`src/rtl/layer_step_sequencer_pkg.sv`:
```
// layer_seq_pkg: FSM states, step constants and step classification shared by the layer sequencer
package layer_seq_pkg;
  localparam int STEP_PIX1 = 1;
  localparam int STEP_PIX2 = 2;
  localparam int FUSION_STEP = 35;
  localparam int LAST_STEP = 52;
  typedef enum logic [2:0] {IDLE, SETTLE, READ, COMPUTE, ADV, DONE} state_t;
  typedef enum logic [1:0] {PIX, WGT, CMP} kind_t;
  // Odd steps below the last one load weights, except the fusion step which computes
  function automatic kind_t step_kind(input int s, input int fusion, input int last);
    return (s == STEP_PIX1 || s == STEP_PIX2) ? PIX :
           (s[0] && s >= 3 && s < last && s != fusion) ? WGT : CMP;
  endfunction
endpackage

```
`src/rtl/layer_step_sequencer_if.sv`:
```
// layer_step_sequencer_if: RAM read request bus between the sequencer and the pixel/weight RAMs
interface layer_step_sequencer_if #(parameter int ADDR_W = 15);
  logic [ADDR_W-1:0] rd_addr;
  logic rd_en_p;
  logic rd_en_w;
  logic rd_ready;
  logic rd_last;
  modport master(output rd_addr, rd_en_p, rd_en_w, rd_last, input rd_ready);
  modport slave(input rd_addr, rd_en_p, rd_en_w, rd_last, output rd_ready);
endinterface

```
`src/rtl/layer_step_sequencer_range_walker.sv`:
```
// range_walker: walks one latched [first, last) address range under the read-ready handshake
module range_walker #(
  parameter int ADDR_W = 15
) (
  input  logic              clk,
  input  logic              rst_n,
  input  logic              load,
  input  logic              active,
  input  logic              ready,
  input  logic [ADDR_W-1:0] first,
  input  logic [ADDR_W-1:0] last_in,
  output logic [ADDR_W-1:0] addr,
  output logic              last,
  output logic              empty
);
  logic [ADDR_W-1:0] cur;
  logic [ADDR_W-1:0] stop;
  always_ff @(posedge clk or negedge rst_n)
    if (!rst_n) begin
      cur <= '0;
      stop <= '0;
    end else if (load) begin
      cur <= first;
      stop <= last_in;
    end else if (active && ready) cur <= cur + 1'b1;
  assign empty = first >= last_in;
  assign addr = active ? cur : '0;
  assign last = active && cur == stop - 1'b1;
endmodule

```
`src/rtl/layer_step_sequencer.sv`:
```
// layer_step_sequencer: steps CNN layers, issuing RAM range reads or conv engine runs per step
module layer_step_sequencer #(
  parameter int ADDR_W = 15,
  parameter int STEP_W = 7,
  parameter int LAST_STEP = layer_seq_pkg::LAST_STEP,
  parameter int FUSION_STEP = layer_seq_pkg::FUSION_STEP
) (
  input  logic                  clk,
  input  logic                  rst_n,
  input  logic                  start,
  input  logic                  abort,
  output logic [STEP_W-1:0]     step,
  input  logic [ADDR_W-1:0]     map_first,
  input  logic [ADDR_W-1:0]     map_last,
  layer_step_sequencer_if.master rd,
  output logic                  eng_start,
  input  logic                  eng_done,
  output logic                  busy,
  output logic                  done
);
  import layer_seq_pkg::*;
  state_t state, nxt;
  kind_t kind;
  logic empty;
  assign kind = step_kind(int'(step), FUSION_STEP, LAST_STEP);
  assign busy = state != IDLE;
  assign done = state == DONE;
  assign rd.rd_en_p = state == READ && kind == PIX;
  assign rd.rd_en_w = state == READ && kind == WGT;
  range_walker #(.ADDR_W(ADDR_W)) u_walker (
    .clk(clk),
    .rst_n(rst_n),
    .load(state == SETTLE),
    .active(rd.rd_en_p | rd.rd_en_w),
    .ready(rd.rd_ready),
    .first(map_first),
    .last_in(map_last),
    .addr(rd.rd_addr),
    .last(rd.rd_last),
    .empty(empty)
  );
  // eng_done in the eng_start cycle belongs to a previous run, so it is ignored
  always_comb begin
    nxt = state;
    case (state)
      IDLE:    nxt = start ? SETTLE : IDLE;
      SETTLE:  nxt = kind == CMP ? COMPUTE : empty ? ADV : READ;
      READ:    nxt = rd.rd_ready && rd.rd_last ? ADV : READ;
      COMPUTE: nxt = eng_done && !eng_start ? ADV : COMPUTE;
      ADV:     nxt = int'(step) == LAST_STEP ? DONE : SETTLE;
      default: nxt = IDLE;
    endcase
    if (abort) nxt = IDLE;
  end
  always_ff @(posedge clk or negedge rst_n)
    if (!rst_n) begin
      state <= IDLE;
      step <= '0;
      eng_start <= 1'b0;
    end else begin
      state <= nxt;
      eng_start <= !abort && state == SETTLE && kind == CMP;
      step <= (abort || state == DONE) ? '0 :
              (state == IDLE && start) ? STEP_W'(1) :
              (state == ADV && nxt == SETTLE) ? step + 1'b1 : step;
    end
endmodule

```
`src/flat_wrapper.sv`:
```
// flat-port wrapper written by rule: the top's interface ports become plain ports
module layer_step_sequencer_flat import layer_seq_pkg::*;
#(
  parameter int ADDR_W = 15,
  parameter int STEP_W = 7,
  parameter int LAST_STEP = layer_seq_pkg::LAST_STEP,
  parameter int FUSION_STEP = layer_seq_pkg::FUSION_STEP
)
  (clk, rst_n, start, abort, step, map_first, map_last, eng_start, eng_done, busy, done, rd_rd_addr, rd_rd_en_p, rd_rd_en_w, rd_rd_last, rd_rd_ready);
  layer_step_sequencer_if #(.ADDR_W(ADDR_W)) rd_i ();
  input  logic clk;
  input  logic rst_n;
  input  logic start;
  input  logic abort;
  output logic [STEP_W-1:0] step;
  input  logic [ADDR_W-1:0] map_first;
  input  logic [ADDR_W-1:0] map_last;
  output logic eng_start;
  input  logic eng_done;
  output logic busy;
  output logic done;
  output wire logic [$bits(rd_i.rd_addr)-1:0] rd_rd_addr;
  output wire logic [$bits(rd_i.rd_en_p)-1:0] rd_rd_en_p;
  output wire logic [$bits(rd_i.rd_en_w)-1:0] rd_rd_en_w;
  output wire logic [$bits(rd_i.rd_last)-1:0] rd_rd_last;
  input wire logic [$bits(rd_i.rd_ready)-1:0] rd_rd_ready;
  assign rd_rd_addr = rd_i.rd_addr;
  assign rd_rd_en_p = rd_i.rd_en_p;
  assign rd_rd_en_w = rd_i.rd_en_w;
  assign rd_rd_last = rd_i.rd_last;
  assign rd_i.rd_ready = rd_rd_ready;
  layer_step_sequencer #(.ADDR_W(ADDR_W), .STEP_W(STEP_W), .LAST_STEP(LAST_STEP), .FUSION_STEP(FUSION_STEP)) u_core (.clk(clk), .rst_n(rst_n), .start(start), .abort(abort), .step(step), .map_first(map_first), .map_last(map_last), .rd(rd_i), .eng_start(eng_start), .eng_done(eng_done), .busy(busy), .done(done));
endmodule
```
`config.mk`:
```
export PLATFORM = sky130hd
export DESIGN_NAME = layer_step_sequencer_flat
export DESIGN_NICKNAME = d
export VERILOG_FILES = /design/src/rtl/layer_step_sequencer_pkg.sv /design/src/rtl/layer_step_sequencer_if.sv /design/src/rtl/layer_step_sequencer_range_walker.sv /design/src/rtl/layer_step_sequencer.sv /design/src/flat_wrapper.sv
export SDC_FILE = /design/constraint.sdc
export NUM_CORES = 1
export LEC_CHECK = 0
export ABC_CLOCK_PERIOD_IN_PS = 2600
export CAP_MARGIN = 10
export CORE_MARGIN = 8
export CORE_UTILIZATION = 47
export DETAILED_ROUTE_END_ITERATION = 8
export HOLD_SLACK_MARGIN = 0.12
export PLACE_DENSITY_LB_ADDON = 0.08
export SYNTH_ARGS = -nofsm -noshare
export SYNTH_HDL_FRONTEND = slang
export SYNTH_SLANG_ARGS = --single-unit
```
`constraint.sdc`:
```
create_clock -name clk -period 2.6 [get_ports clk]
set_input_delay 0.52 -clock clk [delete_from_list [all_inputs] [get_ports clk]]
set_output_delay 0.52 -clock clk [all_outputs]
set_load 0.02 [all_outputs]
```
# Yosys cells after proc, flatten, opt, wreduce, memory -nomap -nowiden
# Index checks and enable logic that the tools add are counted.
# word_totals
ff_bits	41
latchBits	0
mem_bits_rw	0
mem_bits_ro	0
input_bits	36
elab_cells	63
memories	0
# classes
addsub	3
mul	0
div	0
n_lt_le_gt_ge	3
n_eq_ne	13
shifts	0
n_mux	16
n_bitwise	1
reduce_logical	22
# op_table
op	count
15-bit two-way mux	3
7-bit two-way mux	3
3-bit two-way mux	6
15-bit by 1-bit adder with 15-bit output, second input constant	1
15-bit equality test	1
15-bit greater-or-equal comparator	1
3-bit case mux with 5 select lines	1
15-bit by 1-bit subtractor with 15-bit output, second input constant	1
1-bit logical AND	13
7-bit by 1-bit adder with 7-bit output, second input constant	1
7-bit by 2-bit equality test with 1-bit output, second input constant	1
7-bit by 3-bit equality test with 1-bit output, second input constant	1
7-bit equality test, second input constant	1
7-bit by 2-bit greater-or-equal comparator with 1-bit output, second input constant	1
7-bit by 6-bit less-than comparator with 1-bit output, second input constant	1
7-bit != test, second input constant	1
3-bit by 1-bit equality test with 1-bit output, second input constant	2
3-bit by 2-bit equality test with 1-bit output, second input constant	2
3-bit equality test, second input constant	2
3-bit nonzero test	2
2-bit two-way mux	2
3-bit zero test	1
2-bit by 1-bit equality test with 1-bit output, second input constant	1
2-bit equality test, second input constant	1
other kinds (6)	8

# Longest topological paths before layout
# logic_depth
ltp_word	19
ltp_mapped	10
ltp_nobuf	9

# Cells and area by module
# Synthesis repeated with hierarchy kept, for this count alone.
# unflattened
cells_unflattened	348
area_unflattened_um2	3081.7
# modules_own_cells
module	n_inst	cells_each	area_each_um2	seq_area_each_um2
range_walker	1	254	2270.9	750.7
layer_step_sequencer	1	94	810.8	275.3

# Worst setup path before layout
# Ideal clock, no wire load.
# synth_path
path_type	register to output
start	reg u_core.step[2]
end	out rd_rd_last
t_arrival_ps	2333
slack_ps	-253
path_stages_with_launch	8
path_cell_list	dfrtp_1 or4_4 or4_4 o31ai_2 buf_6 o211a_4 nand4_2 nor2_1
# synth_via
elab_chain_cells	10
elab_cells_between_ends	17
# synth_lines
element	line_no	text
start, declared	layer_step_sequencer.sv:12	output logic [STEP_W-1:0] step,
start signal, assigned	layer_step_sequencer.sv:63	step <= (abort || state == DONE) ? '0 :
7-bit by 2-bit greater-or-equal comparator with 1-bit output	layer_step_sequencer_pkg.sv:12	(s[0] && s >= 3 && s < last && s != fusion) ? WGT : CMP;
1-bit logical AND (3 in a row)	layer_step_sequencer_pkg.sv:12	
2-bit two-way mux	layer_step_sequencer_pkg.sv:12	
2-bit two-way mux (*)	layer_step_sequencer_pkg.sv:11	return (s == STEP_PIX1 || s == STEP_PIX2) ? PIX :
2-bit by 1-bit equality test with 1-bit output or 2-bit zero test (tied branches)	layer_step_sequencer.sv:29, layer_step_sequencer.sv:28	
1-bit logical AND, on equally long branches	layer_step_sequencer.sv:29, layer_step_sequencer.sv:28	
1-bit OR (*)	layer_step_sequencer.sv:34	.active(rd.rd_en_p | rd.rd_en_w),
1-bit logical AND (*)	layer_step_sequencer_range_walker.sv:28	assign last = active && cur == stop - 1'b1;
end, declared	flat_wrapper.sv:25	output wire logic [$bits(rd_i.rd_last)-1:0] rd_rd_last;
# Mark *: on every way between the ends. The rest lies on a longest branch, timed or not.

# Worst setup path in the final report
# layout_path
start	reg u_core.step[3]
end	out rd_rd_last
# The elaborated chain is that of the path after synthesis.

==> flow_summary_export.csv <==
group,metric,value,unit
run_status,status,"complete, but fails checks",
run_status,violations,"negative setup slack",
finish,n_antenna_cell,0,
logic_synthesis,synthArstFlopShare,100,%
route,drtPass1Iterations,4,
worst_setup_path,r2r_cells,10,
logic_synthesis,syn_avg_cell_area,8.86,um^2
clock_tree,root_buffer,"clkbuf_8",
logic_synthesis,synthesis.area,3170,um^2
die,dieArea,9630,um^2
route,final_antenna_net_count,0,
pwr,total_power,3.44,mW
logic_synthesis,ys_seq_area_share,32.3,%
sta,whs,182,ps
sta,finalMaxSlewViolations,0,
worst_setup_path,crit_type,"reg -> out",
worst_setup_path,reg2reg_to,"u_core.u_walker.cur[14]",
placement,hpwl,7050,um
worst_setup_path,path_common_cell,"or4_4",
finish,area_delta_synth_final,46.0,%
die,die_h,98.2,um
logic_synthesis,synth_seq_cells,41,
finish,nNetsFinal,552,
route,vias_per_cell,5.34,
route,drt-initial-drc-count,155,
sta,fmax,352,MHz
sta,hold_violations,0,
worst_setup_path,crit_required,2080,ps
worst_setup_path,critPathCaptureType,"output pin",
route,num_vias,3074,
logic_synthesis,synth_cell_types,59,
route,routed_wl,8940,um
route,routedWlPerCell,15.5,um
placement,io_buffers,63,
global_route,grt_pass1_wl,15000,um
worst_setup_path,cp_top_family,"simple AND/OR/NAND/NOR gates",
worst_setup_path,cp_slowest_cell,"or4_4",
worst_setup_path,critPathMaxStageDelay,530,ps
global_route,grt_max_degree,42,
sta,rsz0062_at_grt,"true",
sta,worst_pin_slew,513,ps
sta,post-route-min-period,2840,ps
sta,min_period_over_period,109,%
logic_synthesis,synth_edf_count,0,
sta,setup-violations-final,16,
clock_tree,clock_latency,300,ps
die,initial_core_util,47.7,%
logic_synthesis,synth_ff_type,"dfrtp_1",
logic_synthesis,synth_nets,415,
pwr,power.density,743,nW/um^2
clock_tree,htree_num_levels,2,
die,rows,30,
die,io_pins,64,
clock_tree,path_clk_slew,80,ps
sta,setup_ws,-243,ps
logic_synthesis,synth_warnings,0,
clock_tree,cts_buffer_depth,2,
worst_setup_path,crit_arrival,2320,ps
global_route,grt_usage,18.8,%
logic_synthesis,synthCells,358,
finish,final_cell_mix,"buf_4 (78), clkdlybuf4s50_1 (44), dfrtp_1 (38)",
finish,n_fill_cell,541,
pwr,power_leakage,2.08,nW
finish,final_common_cell,"buf_4",
worst_setup_path,start_kind,"register",
sta,final.setup_skew,3.41,ps
worst_setup_path,crit_fanout,2,
pwr,peakVddDrop,0.000405,V
placement,gp_congestion,0.894,
clock_tree,cts_tree,"done",
die,core_area,6640,um^2
worst_setup_path,r2r_slack,30,ps
global_route,antenna_found_initial,0,
clock_tree,cts-buffers-inserted,5,
finish,drive_above_1_share,32.7,%
worst_setup_path,crit_cells,7,
sta,maxSlewHeadroom,65.8,%
global_route,grt_pass1_vias,3211,
job,max-cap-violations,0,
worst_setup_path,worstReg2RegStart,"u_core.step[3]",
hold_path,hold_path.class,"in -> async",
clock_tree,cts_sinks,41,
global_route,overflow,0,
worst_setup_path,critical_path_buf_inv_count,1,
worst_setup_path,path_cells,"or4_4 > or4_4 > o31ai_4 > o211a_4 > nand4_4 > nor2_4 > buf_6",
route,drc,0,
die,fp.dieW,98.2,um
==> cell usage after synthesis, types with 6 or more instances <==
cell | number | area share (%)
a21oi_1 | 12 | 1.9
nand4_1 | 8 | 1.6
nand2_1 | 37 | 4.4
xor2_1 | 21 | 5.8
and2_1 | 12 | 2.4
o21ai_0 | 14 | 2.2
dfrtp_1 | 41 | 32
inv_1 | 27 | 3.2
clkbuf_1 | 8 | 0.95
nand3_1 | 12 | 1.9
o21ai_1 | 9 | 1.4
nor3_1 | 6 | 0.95
nor2_1 | 22 | 2.6
mux2_2 | 14 | 5.0
and3_1 | 7 | 1.4
ha_1 | 21 | 8.3
xnor2_1 | 17 | 4.7
==> sequential cells by signal, indices dropped and copies added, names as in the netlist <==
register and flops:
u_core.eng_start 1, u_core.state 3, u_core.step 7, u_core.u_walker.cur 15
u_core.u_walker.stop 15
==> repair_timing <==
action / 4_1_cts / 5_1_grt
pin swaps: 1 / 1
buffers inserted: 2 / 0
gates resized for setup: 110 / 16
hold buffers: 0 / 0
setup endpoints to repair: 24 / 27
==> worst max path at each step <==
| stage | slack [ps] | startpoint | to |
|---|---|---|---|
| floorplan | -70 | u_core.step[3] | rd_rd_last |
| global placement | -370 | u_core.step[3] | rd_rd_addr[14] |
| detailed placement | -400 | u_core.step[3] | rd_rd_addr[14] |
| CTS | -260 | u_core.step[3] | rd_rd_last |
| global route | -310 | u_core.step[3] | rd_rd_last |
| finish | -240 | u_core.step[3] | rd_rd_last |
==> routing by layer <==
| metal | share of wire, % | track usage (%) |
|---|---|---|
| met1 | 43 | 22.6 |
| met2 | 49 | 32.5 |
| met3 | 6.5 | 4.34 |
| met4 | 2.0 | 5.55 |
| met5 | 0 | 0 |
==> cell type report <==
| class | instances | area (um^2) | share of cell area [%] |
|---|---|---|---|
| Clock buffer | 5 | 68.8 | 1.49 |
| Clock inverter | 3 | 17.5 | 0.378 |
| Inverter | 27 | 101 | 2.19 |
| Multi-Input combinational cell | 278 | 2070 | 44.8 |
| Sequential cell | 41 | 1030 | 22.2 |
| Tap cell | 80 | 100 | 2.16 |
| Timing Repair Buffer | 142 | 1240 | 26.7 |
==> logic make-up after synthesis <==
| logic type | Yosys count | synth area share, % |
|---|---|---|
| adders and majority gates | 21 | 8.28 |
| and+or+nand+nor | 138 | 24.0 |
| muxes | 18 | 6.23 |
| xor gates and xnor gates | 38 | 10.5 |
| buffers and inverters | 39 | 5.40 |
| DFF | 41 | 32.3 |
| AOI/OAI and AO/OA | 63 | 13.2 |
==> stage by stage <==
stage	util (%)	TNS (ps)	std cells	setup slack (ps)	area, um^2
after floorplan	-	-620	358	-69.3	3210
after CTS	68.9	-3140	576	-259	4580
after detailed placement	66.9	-6650	566	-405	4450
final	69.7	-2930	576	-243	4630
after global routing	69.7	-4360	576	-312	4630
after global placement	66.9	-6000	566	-373	4450
==> power by group <==
part           leakage [nW]  internal (mW)  switching, mW
clock                0.0439          0.185          0.231
combinational          1.53           1.03          0.937
sequential            0.508          0.857          0.201
total                  2.08           2.07           1.37
(Power assumes the default switching activity.)
